`config.mk`:
```
export PLATFORM = sky130hd
export DESIGN_NAME = if_stage
export DESIGN_NICKNAME = d
export VERILOG_FILES = /design/src/rtl/if_stage.sv
export SDC_FILE = /design/constraint.sdc
export NUM_CORES = 1
export LEC_CHECK = 0
export BUFFER_PORTS_ARGS = -buffer_cell sky130_fd_sc_hd__buf_2
export CAP_MARGIN = 20
export CORE_UTILIZATION = 53
export CTS_CLUSTER_DIAMETER = 150
export DETAILED_ROUTE_END_ITERATION = 16
export GPL_TIMING_DRIVEN = 0
export HOLD_SLACK_MARGIN = 0.08
export PLACE_DENSITY_LB_ADDON = 0.3
export SETUP_SLACK_MARGIN = 0.2
export SYNTH_ARGS = -nofsm -noshare
export SYNTH_HDL_FRONTEND = slang
export SYNTH_SLANG_ARGS = --single-unit
```
`constraint.sdc`:
```
create_clock -name clk -period 3.1 [get_ports clk]
set_input_delay 0.775 -clock clk [delete_from_list [all_inputs] [get_ports clk]]
set_output_delay 0.775 -clock clk [all_outputs]
set_load 0.005 [all_outputs]
```
`src/rtl/if_stage.sv`:
```
// rtl/if_stage.sv - MIPS instruction-fetch stage: PC register, IF/ID register, stall/flush/redirect
// Optional IF_PERF_COUNT_EN adds fetch_count/bubble_count performance counters.
module if_stage #(
  parameter logic [31:0] RESET_PC   = 32'h0000_0000,
  parameter logic [31:0] EXC_VECTOR = 32'h8000_0180,
  parameter logic [31:0] NOP_INSTR  = 32'h0000_0000
) (
  input  logic        clk,
  input  logic        reset_n,
  input  logic        stall,
  input  logic        redirect,
  input  logic [31:0] redirect_target,
  input  logic        exception,
  output logic [31:0] imem_addr,
  input  logic [31:0] imem_instr,
  output logic [31:0] pc,
  output logic [31:0] if_id_instr,
  output logic [31:0] if_id_pc_plus4,
`ifdef IF_PERF_COUNT_EN
  output logic [31:0] fetch_count,
  output logic [31:0] bubble_count,
`endif
  output logic        if_id_valid
);

  logic [31:0] pc_q, pc_d;
  logic [31:0] instr_q, instr_d;
  logic [31:0] pc4_q, pc4_d;
  logic        valid_q, valid_d;
  logic [31:0] pc_plus4;
  logic        normal_edge;
  logic        bubble_edge;
  logic        unused_target_lsbs;

  assign unused_target_lsbs = ^redirect_target[1:0];

  assign pc_plus4    = pc_q + 32'd4;
  assign bubble_edge = exception | redirect;
  assign normal_edge = ~bubble_edge & ~stall;

  // Exception beats redirect beats stall; a flush always leaves a bubble in IF/ID.
  always_comb begin
    pc_d    = pc_q;
    instr_d = instr_q;
    pc4_d   = pc4_q;
    valid_d = valid_q;
    if (exception) begin
      pc_d    = EXC_VECTOR;
      instr_d = NOP_INSTR;
      pc4_d   = 32'd0;
      valid_d = 1'b0;
    end else if (redirect) begin
      pc_d    = {redirect_target[31:2], 2'b00};
      instr_d = NOP_INSTR;
      pc4_d   = 32'd0;
      valid_d = 1'b0;
    end else if (!stall) begin
      pc_d    = pc_plus4;
      instr_d = imem_instr;
      pc4_d   = pc_plus4;
      valid_d = 1'b1;
    end
  end

  always_ff @(posedge clk or negedge reset_n) begin
    if (!reset_n) begin
      pc_q    <= RESET_PC;
      instr_q <= NOP_INSTR;
      pc4_q   <= 32'd0;
      valid_q <= 1'b0;
    end else begin
      pc_q    <= pc_d;
      instr_q <= instr_d;
      pc4_q   <= pc4_d;
      valid_q <= valid_d;
    end
  end

  assign pc             = pc_q;
  assign imem_addr      = pc_q;
  assign if_id_instr    = instr_q;
  assign if_id_pc_plus4 = pc4_q;
  assign if_id_valid    = valid_q;

`ifdef IF_PERF_COUNT_EN
  logic [31:0] fetch_count_q, fetch_count_d;
  logic [31:0] bubble_count_q, bubble_count_d;

  always_comb begin
    fetch_count_d  = fetch_count_q;
    bubble_count_d = bubble_count_q;
    if (normal_edge) fetch_count_d = fetch_count_q + 32'd1;
    if (bubble_edge) bubble_count_d = bubble_count_q + 32'd1;
  end

  always_ff @(posedge clk or negedge reset_n) begin
    if (!reset_n) begin
      fetch_count_q  <= 32'd0;
      bubble_count_q <= 32'd0;
    end else begin
      fetch_count_q  <= fetch_count_d;
      bubble_count_q <= bubble_count_d;
    end
  end

  assign fetch_count  = fetch_count_q;
  assign bubble_count = bubble_count_q;
`else
  logic unused_normal_edge;
  assign unused_normal_edge = normal_edge;
`endif

endmodule

```
# == Word-level counts from Yosys, hierarchy flattened ==
# Index checks and enable logic that the tools add are counted.
# word_totals
regBits,97
input_bits,69
output_inout_bits,129
wordCells,17
# op_classes
addsub,1
eq_ne,1
mux,11
# ops
operator,n
$mux 32,8
$add 32x3->32 const B,1
$mux 1,3
$ne 3x1->1 const B,1

# == Longest topological paths before layout ==
# depth
word_depth,4
mapped_depth,8
ltp_nobuf,6

# == Least setup slack after synthesis ==
# OpenSTA, ideal clock, no wires.
# synth_path
kind,input to register
start,input stall
end,register instr_q[0] (netlist: if_id_instr[0])
setup_ps,132
t_arrival_ps,2085
t_required_ps,2968
path_slack_ps,884
path_stages,5
n_path_buf,3
path_cell_list,clkbuf_1 -> clkbuf_1 -> clkbuf_1 -> mux2i_1 -> nor2_1
# synth_between
elab_chain_cells,1
# synth_rtl
item,line_no,text
"start, declared",10,"input logic stall,"
$ne 3x1->1 (no source line),-,
"end signal, assigned",73,instr_q <= instr_d;
"end, declared",27,"logic [31:0] instr_q, instr_d;"
# Every way passes these cells.
# A chain may end at the register's enable or synchronous reset.

# == Worst setup path in the final report ==
# layout_path
start,register pc_q[2] (netlist: imem_addr[2])
end,register pc_q[12] (netlist: imem_addr[12])
# layout_between
elab_chain_cells,4
# layout_rtl
item,line_no,text
"start, declared",26,"logic [31:0] pc_q, pc_d;"
"start signal, assigned",72,pc_q <= pc_d;
$add 32x3->32,37,assign pc_plus4 = pc_q + 32'd4;
$mux 32,57,end else if (!stall) begin
$mux 32,52,end else if (redirect) begin
$mux 32,47,if (exception) begin
# Every way passes these cells. The select of a mux whose other input is x is not followed.

==> metrics.yaml <==
status:
  status: "complete, no violations"
synthesis:
  synth_cell_type_count: 45
  synth_seq_cells: 94
  async_flop_share_pct: 100
  synthTopCellsByArea: "dfrtp_1 (47%), mux2i_1 (7.1%), nor2_1 (6.1%)"
  synth_area_um2: 5040
  synth_top_cell_area_share_pct: 46.6
  ys.flop_type: "dfrtp_1"
  yosys_warnings: 0
  synth_edf_count: 0
  ys_seq_area_share_pct: 46.6
  syn_area_per_cell_um2: 9.63
  synth_top_area_cell: "dfrtp_1"
  syn_inst: 524
critical_path:
  worstPathCellList: "ha_1 > nand3_2 > or4_4 > buf_6 > buf_6 > nor2_4 > xnor2_1 > a211oi_1"
  worstRegToRegCells: 8
  cp_num_cells: 8
  regToRegEndpoint: "imem_addr[12]"
  regToRegStartpoint: "imem_addr[2]"
  crit_type: "reg2reg"
  slowest_stage: "or4_4"
  r2r_slack_ns: 0.69
  cp-end-kind: "flop"
  cp-start-kind: "flop"
  crit_end: "imem_addr[12]"
  crit_path_max_fanout: 10
  cp.required_ns: 3.37
  worst-path-buf-inv: 2
  crit_top_cell: "buf_6"
  cp-startpoint: "imem_addr[2]"
  arrival_ns: 2.67
  slowest_delay_ns: 0.54
  critPathTopFamily: "simple AND/OR/NAND/NOR gates"
clocking:
  ctsHtreeMaxLevel: 3
  cts-root-buf: "clkbuf_8"
  post_cts_resize_count: 0
  numCtsBuffers: 9
  cts_sinks: 94
  cts.repair_timing.setup_buffer_count: 0
  clk_latency_ns: 0.37
  clock_path_buffers: 2
  hold_buffers: 0
  clkSlewWorstSetupHoldPaths_ns: 0.10
  tritoncts: "built"
cells_and_area:
  utilization_pct: 69.5
  layout_common_cells: "buf_2 (195), dfrtp_1 (94), nor2_1 (82)"
  fin_cells: 863
  drive_gt1_share_pct: 36.9
  final_common_cell: "buf_2"
  syn2layout_area_growth_pct: 27.3
  fin_area_um2: 6420
  nets: 799
  antennaDiodeCount: 0
placement:
  portBuffers: 190
  gp_congestion: 0.898
  hpwl_um: 10100
  dpl_cell_area_um2: 6200
  dp_cells: 847
  pre_cts_slack_ns: 0.413
floorplan:
  initial_utilization_pct: 54.6
  die-area_um2: 9910
  die_y_um: 99.6
  placementRows: 35
  die_w_um: 99.6
  fp.coreArea_um2: 9240
  io_pins: 198
sta:
  min_period_ns: 2.41
  maxSlewViolCount: 0
  timing.final.crit_share_pct: 77.6
  tightest_slew_ns: 0.784
  worst_slack_ns: 0.694
  hold_violations: 0
  skew_ns: 0.0131
  grt_setup_unrepaired: "no"
  relSlewSlack_pct: 47.7
  max_clock_freq_ghz: 0.416
  tns_ns: 0
  hold-worst-slack_ns: 0.372
  setup_violations: 0
global_routing:
  antenna_found_initial: 0
  grt_max_degree: 56
  grt_usage_pct: 28.3
  grt_pass1_vias: 4461
  grt_pass1_wl_um: 21800
  grt_overflow: 0
pwr:
  peakVddDrop_mv: 0.326
  power_density_nw_per_um2: 416
  switching_share_pct: 27.4
  power_frac_clock_pct: 34.4
  total_power_mw: 2.67
  pwr-share-seq_pct: 50.2
  cell_internal_pwr_mw: 1.94
  combPwrFrac_pct: 15.4
  power.leakage_nw: 3.23
  switching_power_mw: 0.733
route:
  vias_per_cell: 5.33
  routedWlPerCell_um: 15.7
  ant_nets: 0
  drtIter0Drc: 232
  vias: 4596
  dr.pass1.iters: 5
  drt_wl_total_um: 13500
  drc: 0
flow_run:
  maxCapViolations: 0
worst_hold_path:
  hold_path_class: "in2async"
-- state kept, by name, summed over array words and instances (netlist names) --
name / count
if_id_instr: 32
if_id_pc_plus4: 31
imem_addr: 30
if_id_valid: 1
-- cell usage after synthesis, drive strengths merged, types with 2 or more instances --
library cell  instances
o21ai                23
xor2                 23
dfrtp                94
inv                   6
o22ai                 2
a211oi               19
xnor2                30
buf                  47
nand4                 9
a21oi                37
and3                  2
or3                   2
nand3                16
and4                  2
or2                   3
mux2i                36
clkbuf               26
or4                   3
nand2                26
nor2                 83
nor4                  8
nor3                 14
nand4b                2
nand2b                2
-- area by class of cell --
cell class / instances / area (µm²)
Clock inverter: 6 / 93.8
Sequential cell: 94 / 2350
Buffer: 73 / 428
Clock buffer: 10 / 128
Multi-Input combinational cell: 354 / 2250
Tap cell: 129 / 161
Fill cell: 755 / 2820
Timing Repair Buffer: 191 / 981
Inverter: 6 / 22.5
-- layer usage --
metal | share of wire (%) | GRT usage [%] | vias up | wire length [µm]
met5 | 0 | 0 | - | 0
met1 | 42 | 37.8 | 2186 | 5680
met2 | 49 | 45.6 | 223 | 6590
li1 | - | - | 2156 | -
met3 | 7.1 | 5.76 | 31 | 955
met4 | 2.2 | 11.3 | 0 | 300
-- worst min-delay path by stage --
stage                startpoint            endpoint  slack (ns)  cells past startpoint
floorplan           if_id_valid         if_id_valid        0.47                      1
global route            reset_n  if_id_pc_plus4[21]        0.40                      1
finish                  reset_n  if_id_pc_plus4[24]        0.37                      1
CTS                     reset_n  if_id_pc_plus4[24]        0.39                      1
detailed placement  if_id_valid         if_id_valid        0.50                      1
global placement    if_id_valid         if_id_valid        0.46                      1
-- kinds of logic (layout without fill, tap and decap cells) --
group | Yosys count | count (layout) | share of synthesized area (%)
adders and majority gates | 1 | 1 | 0.248
other | 1 | 4 | 0.0743
AOI/OAI and AO/OA | 85 | 85 | 9.82
and+or+nand+nor | 175 | 175 | 18.0
muxes | 36 | 36 | 7.14
buffers and inverters | 79 | 286 | 8.93
DFF | 94 | 94 | 46.6
xor gates and xnor gates | 53 | 53 | 9.20
-- power groups by stage --
stage | clock (mW) | sequential, mW | combinational, mW
2_1_floorplan | 0 | 1.36 | 0.216
3_3_place_gp | 0 | 1.36 | 0.397
3_5_place_dp | 0 | 1.36 | 0.411
4_1_cts | 0.926 | 1.34 | 0.414
5_1_grt | 0.978 | 1.35 | 0.458
6_report | 0.918 | 1.34 | 0.412
(Power assumes the default switching activity.)
